==> config.mk <==
export PLATFORM = sky130hd
export DESIGN_NAME = edge_mask_decoder
export DESIGN_NICKNAME = d
export VERILOG_FILES = /design/src/rtl/priority_pkg.sv /design/src/rtl/edge_mask_decoder_onehot_to_bin.sv /design/src/rtl/edge_mask_decoder.sv
export SDC_FILE = /design/constraint.sdc
export NUM_CORES = 1
export LEC_CHECK = 0
export BUFFER_PORTS_ARGS = -buffer_cell sky130_fd_sc_hd__buf_4
export CORE_MARGIN = 4
export CORE_UTILIZATION = 59
export CTS_BUF_LIST = sky130_fd_sc_hd__clkbuf_8
export CTS_CLUSTER_DIAMETER = 100
export DETAILED_ROUTE_END_ITERATION = 7
export GPL_TIMING_DRIVEN = 0
export MAX_ROUTING_LAYER = met4
export PLACE_DENSITY = 0.95
export REMOVE_ABC_BUFFERS = 1
export SETUP_SLACK_MARGIN = 0.2
export SKIP_CTS_REPAIR_TIMING = 1
export SLEW_MARGIN = 20
export SYNTH_ARGS = -nofsm -noshare
export SYNTH_HDL_FRONTEND = slang
export SYNTH_SLANG_ARGS = --single-unit
==> constraint.sdc <==
create_clock -name clk_i -period 3.4 [get_ports clk_i]
set_input_delay 0.68 -clock clk_i [delete_from_list [all_inputs] [get_ports clk_i]]
set_output_delay 0.68 -clock clk_i [all_outputs]
set_load 0.05 [all_outputs]
==> src/rtl/priority_pkg.sv <==
// Shared types and helpers for the priority_encoder / edge_mask_decoder pair.
package priority_pkg;

  localparam int WORD_W = 5;
  localparam int IDX_W  = $clog2(WORD_W);

  typedef logic [WORD_W-1:0] word_t;
  typedef logic [IDX_W-1:0]  idx_t;

  // True when the word has zero or one bit set.
  function automatic logic is_onehot_or_zero(input word_t w);
    return ((w & (w - word_t'(1))) == word_t'(0));
  endfunction

endpackage

==> src/rtl/edge_mask_decoder_onehot_to_bin.sv <==
// Combinational one-hot to binary converter with a multi-hot flag.
// For a multi-hot input the index is the OR of all set positions and
// is meaningless; the caller must qualify it with multi_hot.
module onehot_to_bin #(
  parameter  int WIDTH = 5,
  localparam int IDX_W = $clog2(WIDTH)
) (
  input  logic [WIDTH-1:0] onehot,
  output logic [IDX_W-1:0] idx,
  output logic             multi_hot
);

  // OR together the positions of every set bit to form the index.
  always_comb begin
    idx = {IDX_W{1'b0}};
    for (int i = 0; i < WIDTH; i++) begin
      if (onehot[i]) begin
        idx = idx | IDX_W'(i);
      end else begin
        idx = idx;
      end
    end
  end

  // More than one bit set: clearing the lowest set bit leaves something.
  always_comb begin
    multi_hot = |(onehot & (onehot - {{(WIDTH-1){1'b0}}, 1'b1}));
  end

endmodule

==> src/rtl/edge_mask_decoder.sv <==
// Expands a leftmost/rightmost one-hot edge pair into the inclusive bit
// mask between the edges. Two-stage valid/ready pipeline: S1 holds the
// edge indices and classification, S2 holds the mask and drives outputs.
module edge_mask_decoder
  import priority_pkg::*;
#(
  parameter  int WIDTH = WORD_W,
  localparam int IDX_W = $clog2(WIDTH)
) (
  input  logic             clk_i,
  input  logic             srst_i,
  input  logic             data_val_i,
  input  logic [WIDTH-1:0] data_left_i,
  input  logic [WIDTH-1:0] data_right_i,
  output logic             ready_o,
  output logic [WIDTH-1:0] data_o,
  output logic [IDX_W-1:0] left_idx_o,
  output logic [IDX_W-1:0] right_idx_o,
  output logic             err_o,
  output logic             data_val_o,
  input  logic             ready_i
);

  logic [IDX_W-1:0] left_idx_s;
  logic [IDX_W-1:0] right_idx_s;
  logic             left_multi_s;
  logic             right_multi_s;
  logic             left_zero_s;
  logic             right_zero_s;
  logic             pair_err_s;
  logic             pair_empty_s;
  logic             s2_ready_s;

  logic             s1_val_r;
  logic             s1_err_r;
  logic             s1_empty_r;
  logic [IDX_W-1:0] s1_left_idx_r;
  logic [IDX_W-1:0] s1_right_idx_r;

  logic [WIDTH-1:0] ones_s;
  logic [IDX_W-1:0] shamt_s;
  logic [WIDTH-1:0] mask_s;

  onehot_to_bin #(.WIDTH(WIDTH)) u_left_conv (
    .onehot    (data_left_i),
    .idx       (left_idx_s),
    .multi_hot (left_multi_s)
  );

  onehot_to_bin #(.WIDTH(WIDTH)) u_right_conv (
    .onehot    (data_right_i),
    .idx       (right_idx_s),
    .multi_hot (right_multi_s)
  );

  // Classify the incoming pair: empty, well-formed, or malformed.
  always_comb begin
    left_zero_s  = (data_left_i == {WIDTH{1'b0}});
    right_zero_s = (data_right_i == {WIDTH{1'b0}});
    pair_empty_s = left_zero_s & right_zero_s;
    pair_err_s   = left_multi_s | right_multi_s
                 | (left_zero_s ^ right_zero_s)
                 | (~left_zero_s & ~right_zero_s & (right_idx_s > left_idx_s));
  end

  // Stall control: a stage advances when the stage after it can take data.
  always_comb begin
    s2_ready_s = ~data_val_o | ready_i;
    ready_o    = ~s1_val_r | s2_ready_s;
  end

  // S1 register: indices are zeroed for error pairs so S2 can pass them through.
  always_ff @(posedge clk_i) begin
    if (srst_i) begin
      s1_val_r       <= 1'b0;
      s1_err_r       <= 1'b0;
      s1_empty_r     <= 1'b0;
      s1_left_idx_r  <= {IDX_W{1'b0}};
      s1_right_idx_r <= {IDX_W{1'b0}};
    end else if (ready_o) begin
      s1_val_r <= data_val_i;
      if (data_val_i) begin
        s1_err_r       <= pair_err_s;
        s1_empty_r     <= pair_empty_s;
        s1_left_idx_r  <= pair_err_s ? {IDX_W{1'b0}} : left_idx_s;
        s1_right_idx_r <= pair_err_s ? {IDX_W{1'b0}} : right_idx_s;
      end
    end
  end

  // Build the inclusive mask from the registered edge indices.
  always_comb begin
    ones_s  = {WIDTH{1'b1}};
    shamt_s = IDX_W'(WIDTH - 1) - s1_left_idx_r;
    if (s1_err_r | s1_empty_r) begin
      mask_s = {WIDTH{1'b0}};
    end else begin
      mask_s = (ones_s << s1_right_idx_r) & (ones_s >> shamt_s);
    end
  end

  // S2 register: drives every output and holds them while stalled.
  always_ff @(posedge clk_i) begin
    if (srst_i) begin
      data_val_o  <= 1'b0;
      data_o      <= {WIDTH{1'b0}};
      left_idx_o  <= {IDX_W{1'b0}};
      right_idx_o <= {IDX_W{1'b0}};
      err_o       <= 1'b0;
    end else if (s2_ready_s) begin
      data_val_o <= s1_val_r;
      if (s1_val_r) begin
        data_o      <= mask_s;
        left_idx_o  <= s1_left_idx_r;
        right_idx_o <= s1_right_idx_r;
        err_o       <= s1_err_r;
      end
    end
  end

endmodule

; Word-level counts from Yosys, hierarchy flattened
; Cells that the tools add are included.
[word_totals]
ff_bits = 22
output_inout_bits = 14
[classes]
n_addsub = 3
n_lt_le_gt_ge = 1
n_shift = 2
muxes = 11
bitwise = 17
n_reduce_logical = 6
[ops]
columns = operator, n
row1 = $and 5x5->5, 3
row2 = $mux 3, 4
row3 = $logic_not 5->1, 2
row4 = $reduce_or 5->1, 2
row5 = $sub 5x1->5 const B, 2
row6 = $mux 2, 4
row7 = $or 1x1->1, 6
row8 = $mux 5, 1
row9 = $shl 5x3->5 const A, 1
row10 = $shr 5x3->5 const A, 1
row11 = $not 1->1, 4
row12 = $reduce_and 2->1, 2
row13 = $and 1x1->1, 3
row14 = $gt 3x3->1, 1
row15 = $sub 3x3->3 const A, 1
row16 = $mux 1, 2
row17 = $xor 1x1->1, 1

; Longest topological paths before layout
[depth]
word_depth = 8
depth_mapped = 8
depth_no_buf = 8

; By module
; A second synthesis with hierarchy kept.
[hier_totals]
cells_unflattened = 131
area_unflattened_um2 = 1113.6
[modules_own_cells]
columns = mod, instances, cells_each, area_per_inst_um2
row1 = edge_mask_decoder, 1, 119, 1016.0
row2 = onehot_to_bin, 2, 6, 48.8

; Least setup slack after synthesis
; No wires, ideal clock.
[synth_path]
path_type = input-to-reg
from = in data_left_i[2]
to = reg s1_err_r
setup_time_ns = 0.115
arrival_time_ns = 2.094
required_ns = 3.285
path_slack_ns = 1.191
stages = 7
cell_sequence = nor2_1 ha_1 nor2b_1 o31ai_1 o221a_4 nand3b_4 and2_1
[synth_between]
elab_chain_len = 6
word_cells_on_any_way = 15
cone_classes = add/sub: 1 / order compare: 1 / mux: 3 / bitwise: 8 / reduce/logical: 2
[synth_lines]
columns = element, line_no
row1 = from (decl), edge_mask_decoder.sv:13  ; input logic [WIDTH-1:0] data_left_i,
row2 = $sub 5x1->5 / $mux 2 (equally long branches), "edge_mask_decoder_onehot_to_bin.sv:27, edge_mask_decoder_onehot_to_bin.sv:17"
row3 = $and 5x5->5 / $mux 2 (equally long branches), "edge_mask_decoder_onehot_to_bin.sv:27, edge_mask_decoder_onehot_to_bin.sv:17"
row4 = $reduce_or 5->1 / $mux 3 (equally long branches), "edge_mask_decoder_onehot_to_bin.sv:27, edge_mask_decoder_onehot_to_bin.sv:17"
row5 = $or 1x1->1 / $gt 3x3->1 (equally long branches), "edge_mask_decoder.sv:61, edge_mask_decoder.sv:63"
row6 = $or 1x1->1 / $and 1x1->1 (equally long branches), "edge_mask_decoder.sv:62, edge_mask_decoder.sv:63"
row7 = $or 1x1->1 (*), edge_mask_decoder.sv:63  ; | (~left_zero_s & ~right_zero_s & (right_idx_s > left_idx_s));
row8 = to (signal assigned), edge_mask_decoder.sv:83  ; s1_err_r <= pair_err_s;
row9 = to (decl), edge_mask_decoder.sv:35  ; logic s1_err_r;
; Every way passes the cells marked *; elsewhere a longest branch is shown, timed or not.
; A chain may end at the register's enable or synchronous reset.

; Final worst setup path
[layout_path]
from = in data_left_i[2]
to = reg s1_left_idx_r[0]
[layout_between]
elab_chain_len = 7
word_cells_on_any_way = 16
cone_classes = add/sub: 1 / order compare: 1 / mux: 4 / bitwise: 8 / reduce/logical: 2
[layout_lines]
columns = element, line_no
row1 = $sub 5x1->5 / $mux 2 (equally long branches), "edge_mask_decoder_onehot_to_bin.sv:27, edge_mask_decoder_onehot_to_bin.sv:17"
row2 = $and 5x5->5 / $mux 2 (equally long branches), "edge_mask_decoder_onehot_to_bin.sv:27, edge_mask_decoder_onehot_to_bin.sv:17"
row3 = $reduce_or 5->1 / $mux 3 (equally long branches), "edge_mask_decoder_onehot_to_bin.sv:27, edge_mask_decoder_onehot_to_bin.sv:17"
row4 = $or 1x1->1 / $gt 3x3->1 (equally long branches), "edge_mask_decoder.sv:61, edge_mask_decoder.sv:63"
row5 = $or 1x1->1 / $and 1x1->1 (equally long branches), "edge_mask_decoder.sv:62, edge_mask_decoder.sv:63"
row6 = $or 1x1->1 (*), edge_mask_decoder.sv:63
row7 = $mux 3 (*), edge_mask_decoder.sv:85  ; s1_left_idx_r <= pair_err_s ? {IDX_W{1'b0}} : left_idx_s;
row8 = to (signal assigned), edge_mask_decoder.sv:78  ; s1_left_idx_r <= {IDX_W{1'b0}};
row9 = to (signal assigned), edge_mask_decoder.sv:85
row10 = to (decl), edge_mask_decoder.sv:37  ; logic [IDX_W-1:0] s1_left_idx_r;
; Marked as above.

==> summary.md <==
| Metric | Value |
|---|---|
| Status | completed |
| CTS Buffer Depth | 2 |
| Maxcap violations | 0 |
| PortBufs | 27 |
| Die ar. | approximately 0.0027 sq mm |
| Fillers | ~120 |
| # IOs | 28 |
| ANT nets after route | 0 |
| CTS tree | yes |
| Seq/Total Area, Yosys | 0.3805 |
| Setup tns final | 0 ns |
| Die W | 52.29 um |
| Total CTS buffers | 3 |
| Pin slew with the least headroom to its limit | around 0.46 ns |
| Storage cell area | 440.4 sq um |
| Max_slew headroom | 0.6952 |
| Clk Latency, worst-skew pair | ~0.26 ns |
| Synth warn | 0 |
| Worst reg2reg setup slack | 1.94 ns |
| H-tree depth | 1 |
| Area Growth Syn to Fin | 23.35% |
| First-pass GRT wire length | 4271 um |
| Post-route DRC | 0 |
| Peak Freq | roughly 440 MHz |
| Worst Setup Start Kind | input pin |
| Row cnt | 15 |
| Seq cells post-synth | 22 |
| Reg clk slew, reported paths | 0.07 ns |
| Post-layout minimum cycle time | 2.256 ns |
| RSZ-0062 raised after global routing | false |
| Crit. End Element | register |
| Initial antenna violation count | 0 |
| Mean Syn Cell Area | roughly 8.6 sq um |
| Peak VDD IR | 258.2 uV |
| Root Buffer | clkbuf_8 |
| Crit path DAT | 2.44 ns |
| Hold Vio Cnt, Final | 0 |
| Pre-Repair DR Iteration Count | 4 |
| WL per Instance | roughly 13 um |
| All-Layer GR Usage | 0.2167 |
| Synth Cell Area | 0.001157 sq mm |
| Final Non-Filler Cells | 186 |
| Via-to-Cell Ratio | roughly 5.6 |
| Kind of critical path | input pin to register |
| Number of synthesized flops with an enable pin | 0 |
| Vias | 1043 |
| Core box area | 0.001783 sq mm |
| Share of cells above drive strength 1 | 0.2547 |
| Final wirelength | ~2500 um |
| Layout Skew | 0.001561 ns |
| Height of the chip | 52.29 um |
| DP Cell Count | 182 |
| Slew Limit Fails | 0 |
| Layout Nets | 185 |
| LEAKAGE | 0.6226 nW |
| Pwr dens | around 370 mW/mm^2 |
| Final-report setup violation count | 0 |
| Routability Congestion | between 0.8 and 0.9 |
| Peak fanout along the critical path | 5 |
| Worst hold path class | register to register |
| Share of synthesized flip-flops with an asynchronous set or reset | 0 |
| Initial Util | 0.6491 |
| Dpl hpwl | 1949 um |
| # diodes | 0 |
| Vias in the first global route | 999 |
| Util after Layout | 0.8007 |
| Tcrit/Tclk final | 0.6635 |
| Multi-input logic area | 664.4 sq um |
| CTS Sinks | 22 |
| Synth cell types | 34 |
| Leading register cell type out of synthesis | dfxtp_1 |
| Post-synthesis cell count | 134 |
| Post-layout total power | 0.0005260 W |
| Largest net degree at the start of global routing | 25 |
| CP required | approximately 3.6 ns |
| Grt total ovfl | 0 |
| Initial DRC count | 15 |
[worst paths after layout]
| check | from | depth (start not counted) | endpoint |
|---|---|---|---|
| max | data_left_i[2] | 8 | s1_left_idx_r[0] |
| min reg2reg | data_o[4] | 2 | data_o[4] |
| max reg2reg | s1_left_idx_r[0] | 7 | data_o[2] |
| min | data_o[4] | 2 | data_o[4] |
[per-stage QoR]
step,worst slack [ns],hold slack [ns],cell area [sq um]
global route,1.008,0.4839,1428
finish,1.144,0.4600,1428
detailed placement,0.8789,0.4483,1373
floorplan,1.191,0.4392,1139
global placement,0.9677,0.4399,1373
CTS,1.132,0.4586,1428
[cells in the mapped netlist (2+ instances only)]
cell	instances	area [sq um]
nand3b_1	3	22.52
inv_1	9	33.78
a21oi_1	15	75.07
o21ai_0	2	10.01
and2_1	2	12.51
o31ai_2	2	25.02
nand3_1	5	25.02
clkbuf_1	3	11.26
nor3_1	4	20.02
a22oi_1	2	15.01
dfxtp_1	22	440.4
ha_1	9	112.6
nand2b_1	2	12.51
nor4_1	3	18.77
nand2_1	20	75.07
nand4_1	2	12.51
a2bb2oi_1	2	17.52
nor2_1	11	41.29
[placed cells by master, fill, tap and decap left out]
cell | synthesis | final
nor2b_1 | 1 | 1
a211o_1 | 1 | 1
dfxtp_1 | 22 | 22
and2_1 | 2 | 2
a21oi_1 | 15 | 15
a2bb2oi_1 | 2 | 2
nand3b_4 | 1 | 1
nand2_2 | 1 | 1
o31ai_1 | 1 | 1
a211oi_2 | 1 | 1
nand4_1 | 2 | 2
nor4_2 | 1 | 1
nor3_1 | 4 | 4
nand2_4 | 1 | 1
a21oi_4 | 1 | 1
nor2_1 | 11 | 11
a32oi_1 | 1 | 1
o31ai_2 | 2 | 2
nand3b_1 | 3 | 3
nand2_1 | 20 | 20
nand3_1 | 5 | 5
nor4_1 | 3 | 3
ha_1 | 9 | 9
inv_1 | 9 | 9
or2_1 | 1 | 1
a22oi_1 | 2 | 2
a2111oi_2 | 1 | 1
clkbuf_8 | 0 | 4
xnor2_1 | 1 | 1
nand2b_1 | 2 | 2
o221a_4 | 1 | 1
buf_4 | 1 | 27
o21ai_0 | 2 | 2
a22o_1 | 1 | 1
[routing by layer]
layer | up-vias | routed length [um] | part of all wire | GRT usage
met5 | - | 0 | 0 | -
met4 | 0 | 32 | 0.013 | 0.08511
met3 | 2 | 120 | 0.049 | 0.05698
met2 | 25 | 1293 | 0.52 | 0.3719
met1 | 491 | 1021 | 0.41 | 0.2377
li1 | 525 | - | - | -
[report_power, final]
group,switching (W),internal [W],leakage [nW]
Combinational,0.0000466,0.0000305,0.416
Clock,0.0000812,0.000103,0.0288
Sequential,0.00000302,0.000261,0.178
Total,0.000131,0.000395,0.623
[sequential cells by signal (all words and copies together), names as in the netlist]
signal / count
data_o: 5
data_val_o: 1
s1_left_idx_r: 3
s1_err_r: 1
s1_right_idx_r: 3
s1_empty_r: 1
right_idx_o: 3
s1_val_r: 1
err_o: 1
left_idx_o: 3
[worst max-delay path: stages]
cell      delay (ns)
buf_4           0.11
nor2_1          0.37
ha_1            0.33
nor2b_1         0.13
o31ai_1         0.25
o221a_4         0.29
nand3b_4        0.10
o31ai_2         0.18
[final cells by class]
cell class,instances,share of cell area
tap,25,0.02191
multi-input combinational,99,0.4654
timing repair buffer,27,0.1420
sequential,22,0.3085
clock buffer,4,0.03856
inverter,9,0.02366
[cell families (layout without fill, tap and decap cells)]
logic type | after synthesis | count (layout) | share of synthesized area
compound gates | 31 | 31 | 0.2076
xor+xnor | 1 | 1 | 0.007569
fa+ha+maj | 9 | 9 | 0.09730
buf+inv | 13 | 40 | 0.04541
flops | 22 | 22 | 0.3805
simple gates | 58 | 58 | 0.2616
No activity file was read; power rests on OpenSTA's default activity.
